<file path="src/rtl/control_unit.sv">
// control_unit: single-cycle instruction decoder with registered outputs.
//
// Each rising edge of clk samples command_code. alu_control_command,
// regwrite_control and illegal_opcode show the decode of that word one
// cycle later. The output registers are the only state.
//
// Interface timing: no handshake. A new command is accepted every cycle and
// the decoder never stalls, so there is no valid/ready pair.
//
// Optional feature: define CONTROL_UNIT_ILLEGAL_DETECT_EN to drive
// illegal_opcode high for reserved or unknown words. Without the macro the
// port is kept but tied to 0. Illegal words always decode to
// alu_control_command = 0x00 and regwrite_control = 0.
module control_unit (
  input  logic        clk,
  input  logic        rst,
  input  logic [15:0] command_code,
  output logic [7:0]  alu_control_command,
  output logic        regwrite_control,
  output logic        illegal_opcode
);

  typedef enum logic [7:0] {
    OP_NOP         = 8'h00,
    OP_ADD         = 8'h01,
    OP_SUB         = 8'h02,
    OP_MUL         = 8'h03,
    OP_AND         = 8'h04,
    OP_OR          = 8'h05,
    OP_NOT         = 8'h06,
    OP_XOR         = 8'h07,
    OP_LSHIFT      = 8'h08,
    OP_RSHIFT      = 8'h09,
    OP_GT          = 8'h0A,
    OP_LT          = 8'h0B,
    OP_EQ          = 8'h0C,
    OP_SET_COUNTER = 8'h0D,
    OP_INC_COUNTER = 8'h0E,
    OP_DEC_COUNTER = 8'h0F,
    OP_ADD_CARRY   = 8'h10
  } opcode_e;

  logic [7:0] alu_q, alu_d;
  logic       wr_q,  wr_d;
  logic       ill_q, ill_d;
  logic       reserved_nonzero;
  logic [7:0] opcode;
  logic       word_illegal;

  assign reserved_nonzero = |command_code[15:8];
  assign opcode           = command_code[7:0];

  // Decode the sampled word into the next output values.
  always_comb begin
    alu_d        = 8'h00;
    wr_d         = 1'b0;
    word_illegal = 1'b0;
    if (reserved_nonzero) begin
      word_illegal = 1'b1;
    end else begin
      case (opcode)
        OP_NOP: begin
          alu_d = 8'h00;
          wr_d  = 1'b0;
        end
        // Register-writing ALU operations.
        OP_ADD, OP_SUB, OP_MUL, OP_AND, OP_OR, OP_NOT, OP_XOR,
        OP_LSHIFT, OP_RSHIFT, OP_ADD_CARRY: begin
          alu_d = opcode;
          wr_d  = 1'b1;
        end
        // Compares and counter ops update flag or counter state only.
        OP_GT, OP_LT, OP_EQ,
        OP_SET_COUNTER, OP_INC_COUNTER, OP_DEC_COUNTER: begin
          alu_d = opcode;
          wr_d  = 1'b0;
        end
        default: begin
          word_illegal = 1'b1;
        end
      endcase
    end
`ifdef CONTROL_UNIT_ILLEGAL_DETECT_EN
    ill_d = word_illegal;
`else
    ill_d = 1'b0;
`endif
  end

  // Output registers. Reset drops any in-flight decode.
  always_ff @(posedge clk) begin
    if (rst) begin
      alu_q <= 8'h00;
      wr_q  <= 1'b0;
      ill_q <= 1'b0;
    end else begin
      alu_q <= alu_d;
      wr_q  <= wr_d;
      ill_q <= ill_d;
    end
  end

  assign alu_control_command = alu_q;
  assign regwrite_control    = wr_q;
  assign illegal_opcode      = ill_q;

endmodule

</file>
<file path="config.mk">
export PLATFORM = sky130hd
export DESIGN_NAME = control_unit
export DESIGN_NICKNAME = d
export VERILOG_FILES = /design/src/rtl/control_unit.sv
export SDC_FILE = /design/constraint.sdc
export NUM_CORES = 1
export LEC_CHECK = 0
export CAP_MARGIN = 5
export CORE_AREA = 2 2 39 41
export CTS_CLUSTER_SIZE = 8
export DETAILED_ROUTE_END_ITERATION = 8
export DIE_AREA = 0 0 41 43
export GPL_TIMING_DRIVEN = 1
export SYNTH_ARGS = -nofsm -noshare
export SYNTH_HDL_FRONTEND = slang
export SYNTH_SLANG_ARGS = --single-unit
</file>
<file path="constraint.sdc">
create_clock -name clk -period 1.15 [get_ports clk]
set_input_delay 0.1725 -clock clk [delete_from_list [all_inputs] [get_ports clk]]
set_output_delay 0.1725 -clock clk [all_outputs]
set_load 0.05 [all_outputs]
</file>
== After elaboration in Yosys (flattened, before gate mapping) ==
Cells that the tools add are included.

* Bits in registers: 9

* Eq/ne operators: 16
* Multiplexer cells: 1
* Bitwise gates (word level): 1
* Reduce and logical (&&, ||, !) cells: 4

{| class="wikitable"
|+ Operators by type and width
! operator !! count
|-
| 8-bit by 4-bit equality test with 1-bit output, second input constant || 8
|-
| 8-bit by 3-bit equality test with 1-bit output, second input constant || 4
|-
| 10-bit OR reduction || 2
|-
| 8-bit by 2-bit equality test with 1-bit output, second input constant || 2
|-
| 16-bit OR reduction || 1
|-
| 9-bit OR reduction || 1
|-
| 8-bit by 1-bit equality test with 1-bit output, second input constant || 1
|-
| 8-bit by 5-bit equality test with 1-bit output, second input constant || 1
|-
| 1-bit two-way mux || 1
|-
| 1-bit NOT || 1
|}

== Depth between registers and ports, before layout ==
* Depth in word-level cells: 4
* Gate-level depth with buffers: 3
* Mapped depth without buffers: 3

== Least setup slack after synthesis ==
OpenSTA, ideal clock, no wires.

* Path kind: in2reg
* Start: in command_code[5]
* End: reg wr_q (netlist: regwrite_control)
* Library setup time: 0.080 ns
* Data arrival time: 0.837 ns
* Data required time: 1.070 ns
* Slack: 0.233 ns
* Cell stages on the path: 3
* Buffers on the path: 0
* Path through: nor4_2 nand4_2 a211oi_2

* Cells in the longest elaborated chain, start to end: 3
* Elaborated cells on any way between the ends: 12
* Those cells by class: 10 x eq/ne; 1 x mux; 1 x reduce/logical

{| class="wikitable"
|+ Ends and longest elaborated chain
! element !! line !! source
|-
| start, declared || 17 || <nowiki>input logic [15:0] command_code,</nowiki>
|-
| 8-bit by 1-bit equality test with 1-bit output, or another cell as far along || 61 || <nowiki>case (opcode)</nowiki>
|-
| 10-bit OR reduction (*) || - ||
|-
| 1-bit two-way mux (*) || 61 ||
|-
| end signal, assigned || 98 || <nowiki>wr_q <= wr_d;</nowiki>
|-
| end, declared || 44 || <nowiki>logic wr_q, wr_d;</nowiki>
|}

Every way passes the cells marked *; elsewhere a longest branch is shown, timed or not.
A chain may end at the register's enable or synchronous reset.

== Worst setup path in the final report ==
* Start: in command_code[1]
* End: reg wr_q (netlist: regwrite_control)

Same word-level chain as after synthesis.

==> summary.txt <==
Power
  • Internal power: 0.533 mW
  • Clock share of power: 33.4%
  • Sw power: 0.164 mW
  • Flop pwr share: 46.2%
  • Peak VDD IR: 0.330 mV
  • Combinational power share: 20.4%
  • Pwr Total: 0.697 mW
  • Power per cell area: 888 mW/mm^2
  • Lkg Pwr: 0.331 nW
  • Switching Fraction: 23.6%

Clocking
  • CTS Sinks: 9
  • Clock H-tree levels: 1
  • Reg clk slew, reported paths: 0.05 ns
  • Max clock buf depth: 2
  • Root Buffer: clkbuf_4
  • Clock buffer count from CTS: 3
  • CTS tree: yes

Finish
  • Fin util: 56.7%
  • Post-Layout Cell Count: 79
  • Final #Nets: 82
  • P&R area growth vs syn: 151%
  • Filler cells: 115
  • Storage element area: 180 um^2
  • Design Area, Final: 785 um^2
  • Layout cells sized above 1: 42.9%
  • Antenna cells: 0
  • Area occupied by multi-input gates: 176 um^2

Place
  • Placed inst area: 717 um^2
  • Final Wtd Congestion: 0.725
  • Placed wire-length estimate: 635 um
  • PortBufs: 26
  • Post-Place Setup Slack: -0.360 ns
  • Placed cell count: 75

STA
  • Pins over their slew limit: 0
  • Final Hold Fails: 0
  • Setup ws final: 0.0612 ns
  • RSZ-0062 raised after global routing: false
  • Tmin final: 1.09 ns
  • Hold slack: 0.280 ns
  • Period Utilization, post-route: 94.7%
  • Setup_tns: 0 ns
  • Final setup fails: 0
  • Fmax: 0.918 GHz

Critical path
  • Critical Path Sink Type: flop
  • Setup CP Type: in2reg
  • Arrival time at the worst endpoint: 1.27 ns
  • Worst setup path end: regwrite_control
  • Critical path startpoint category: primary input
  • Crit Path Max Fanout: 2
  • CP Launch Point: command_code[1]
  • Worst EP required: 1.33 ns

Hold path
  • Hold Path Class: in2reg
  • Min-Delay Path Depth: 4

Flow run
  • Max Cap Viol: 0

Synth
  • Top cells by count, synth: 9 x dfxtp_1, 4 x nor3b_1, 3 x nor2_1
  • Synth area leader: dfxtp_1
  • Async SR Flop Fraction: 0%
  • Area contributors post-synth: dfxtp_1 58%, nor3b_1 9.6%, nor4_2 8.0%
  • Mapped Area: 313 um^2
  • Register area share after synthesis: 57.6%
  • Ys flop type: dfxtp_1
  • Syn_area_per_cell: 11.6 um^2
  • Yosys reg bits: 9
  • Post-synth cell types: 13
  • Cells after Synth: 27
  • Post-synth EDFFs: 0
  • Cell with the most instances after synthesis: dfxtp_1
  • Post-synth top area share: 57.6%
  • Yosys Warn Count: 0

Routing
  • DRC errors left: 0
  • DRT antenna net count: 0
  • Avg Vias per Cell: 4.24
  • DR vias: 335
  • Wirelength per Cell: 10.6 um
  • Iter 0 DRT Violations: 2
  • Drt first pass iters: 2
  • Final wirelength: 839 um

Global route
  • Total GRT Usage: 11.7%
  • GR Overflow Total: 0
  • Largest net degree at the start of global routing: 7
  • First-pass GRT wire length: 1320 um
  • Initial antenna violation count: 0
  • Vias in the first global route: 332

Floorplan
  • DIE AREA: 0.00176 mm^2
  • Core area: 0.00138 mm^2
  • Row count: 14
  • Die height: 43 um
  • Initial cell density of the core: 22.6%
  • I/O pin count: 28
  • Die X: 41 um

Outcome
  • Status: finished, final reports clean
how the worst min path moves through the flow:
stage / slack, ns / startpoint / end
2_1_floorplan: 0.25 / command_code[4] / alu_control_command[2]
3_3_place_gp: 0.62 / alu_control_command[7] / alu_control_command[7]
3_5_place_dp: 0.62 / alu_control_command[5] / alu_control_command[5]
4_1_cts: 0.40 / command_code[6] / alu_control_command[4]
5_1_grt: 0.30 / command_code[5] / alu_control_command[4]
6_report: 0.28 / command_code[5] / alu_control_command[4]
repair_timing:
action | CTS | global route
gates resized for setup | 10 | 5
hold buffers | 0 | 0
setup buffers | 0 | 0
hold endpoints to repair | 0 | 0
pin swaps | 6 | 5
setup endpoints to repair | 5 | 6
cell families after synthesis:
family / synth area share, %
AO/OA/AOI/OAI: 6.40
buffers and inverters: 2.40
flip-flops: 57.6
other: 1.20
AND/OR/NAND/NOR: 32.4
sequential cells by signal, summed over array words and instances (netlist names):
| name | count |
|---|---|
| regwrite_control | 1 |
| alu_control_command | 8 |
metal layers:
layer | routed length [um] | global-route usage [%] | part of all wire (%) | vias up
li1 | - | - | - | 165
met1 | 322 | 13.1 | 38 | 153
met2 | 432 | 17.2 | 51 | 15
met3 | 65 | 4.71 | 7.7 | 2
met4 | 19 | 8.00 | 2.3 | 0
met5 | 0 | 0 | 0 | -
layout make-up:
type	count	area share, %
Tap cell	16	2.55
Multi-Input combinational cell	20	22.5
Timing Repair Buffer	30	48.6
Sequential cell	9	23.0
Clock buffer	4	3.35
placed cells by master, fill, tap and decap left out:
| master | Yosys | layout |
|---|---|---|
| dfxtp_1 | 9 | 9 |
| clkdlybuf4s50_1 | 0 | 9 |
| buf_12 | 0 | 9 |
| dlygate4sd2_1 | 0 | 5 |
| nor3b_2 | 0 | 4 |
| conb_1 | 1 | 4 |
| buf_4 | 1 | 4 |
| nor2_1 | 3 | 3 |
| clkbuf_4 | 0 | 3 |
| dlymetal6s2s_1 | 0 | 3 |
| nor4_2 | 2 | 2 |
| nand4_2 | 1 | 1 |
| nor3_1 | 1 | 1 |
| nor4_4 | 0 | 1 |
| nand3_2 | 0 | 1 |
| or2_2 | 1 | 1 |
| o21a_1 | 1 | 1 |
| a211oi_2 | 1 | 1 |
| clkbuf_1 | 0 | 1 |
power by group through the flow:
stage | clock (mW) | combinational [mW] | sequential (mW)
final | 0.233 | 0.142 | 0.322
after floorplan | 0 | 0.0234 | 0.346
after CTS | 0.241 | 0.139 | 0.322
after global placement | 0 | 0.141 | 0.329
after detailed placement | 0 | 0.141 | 0.329
after global routing | 0.257 | 0.150 | 0.322
worst max-delay path, cell delays in order:
cell and delay [ns]:
clkdlybuf4s50_1 0.53, nor4_4 0.07, or2_2 0.28, a211oi_2 0.20
Power figures use the tool's default switching activity.
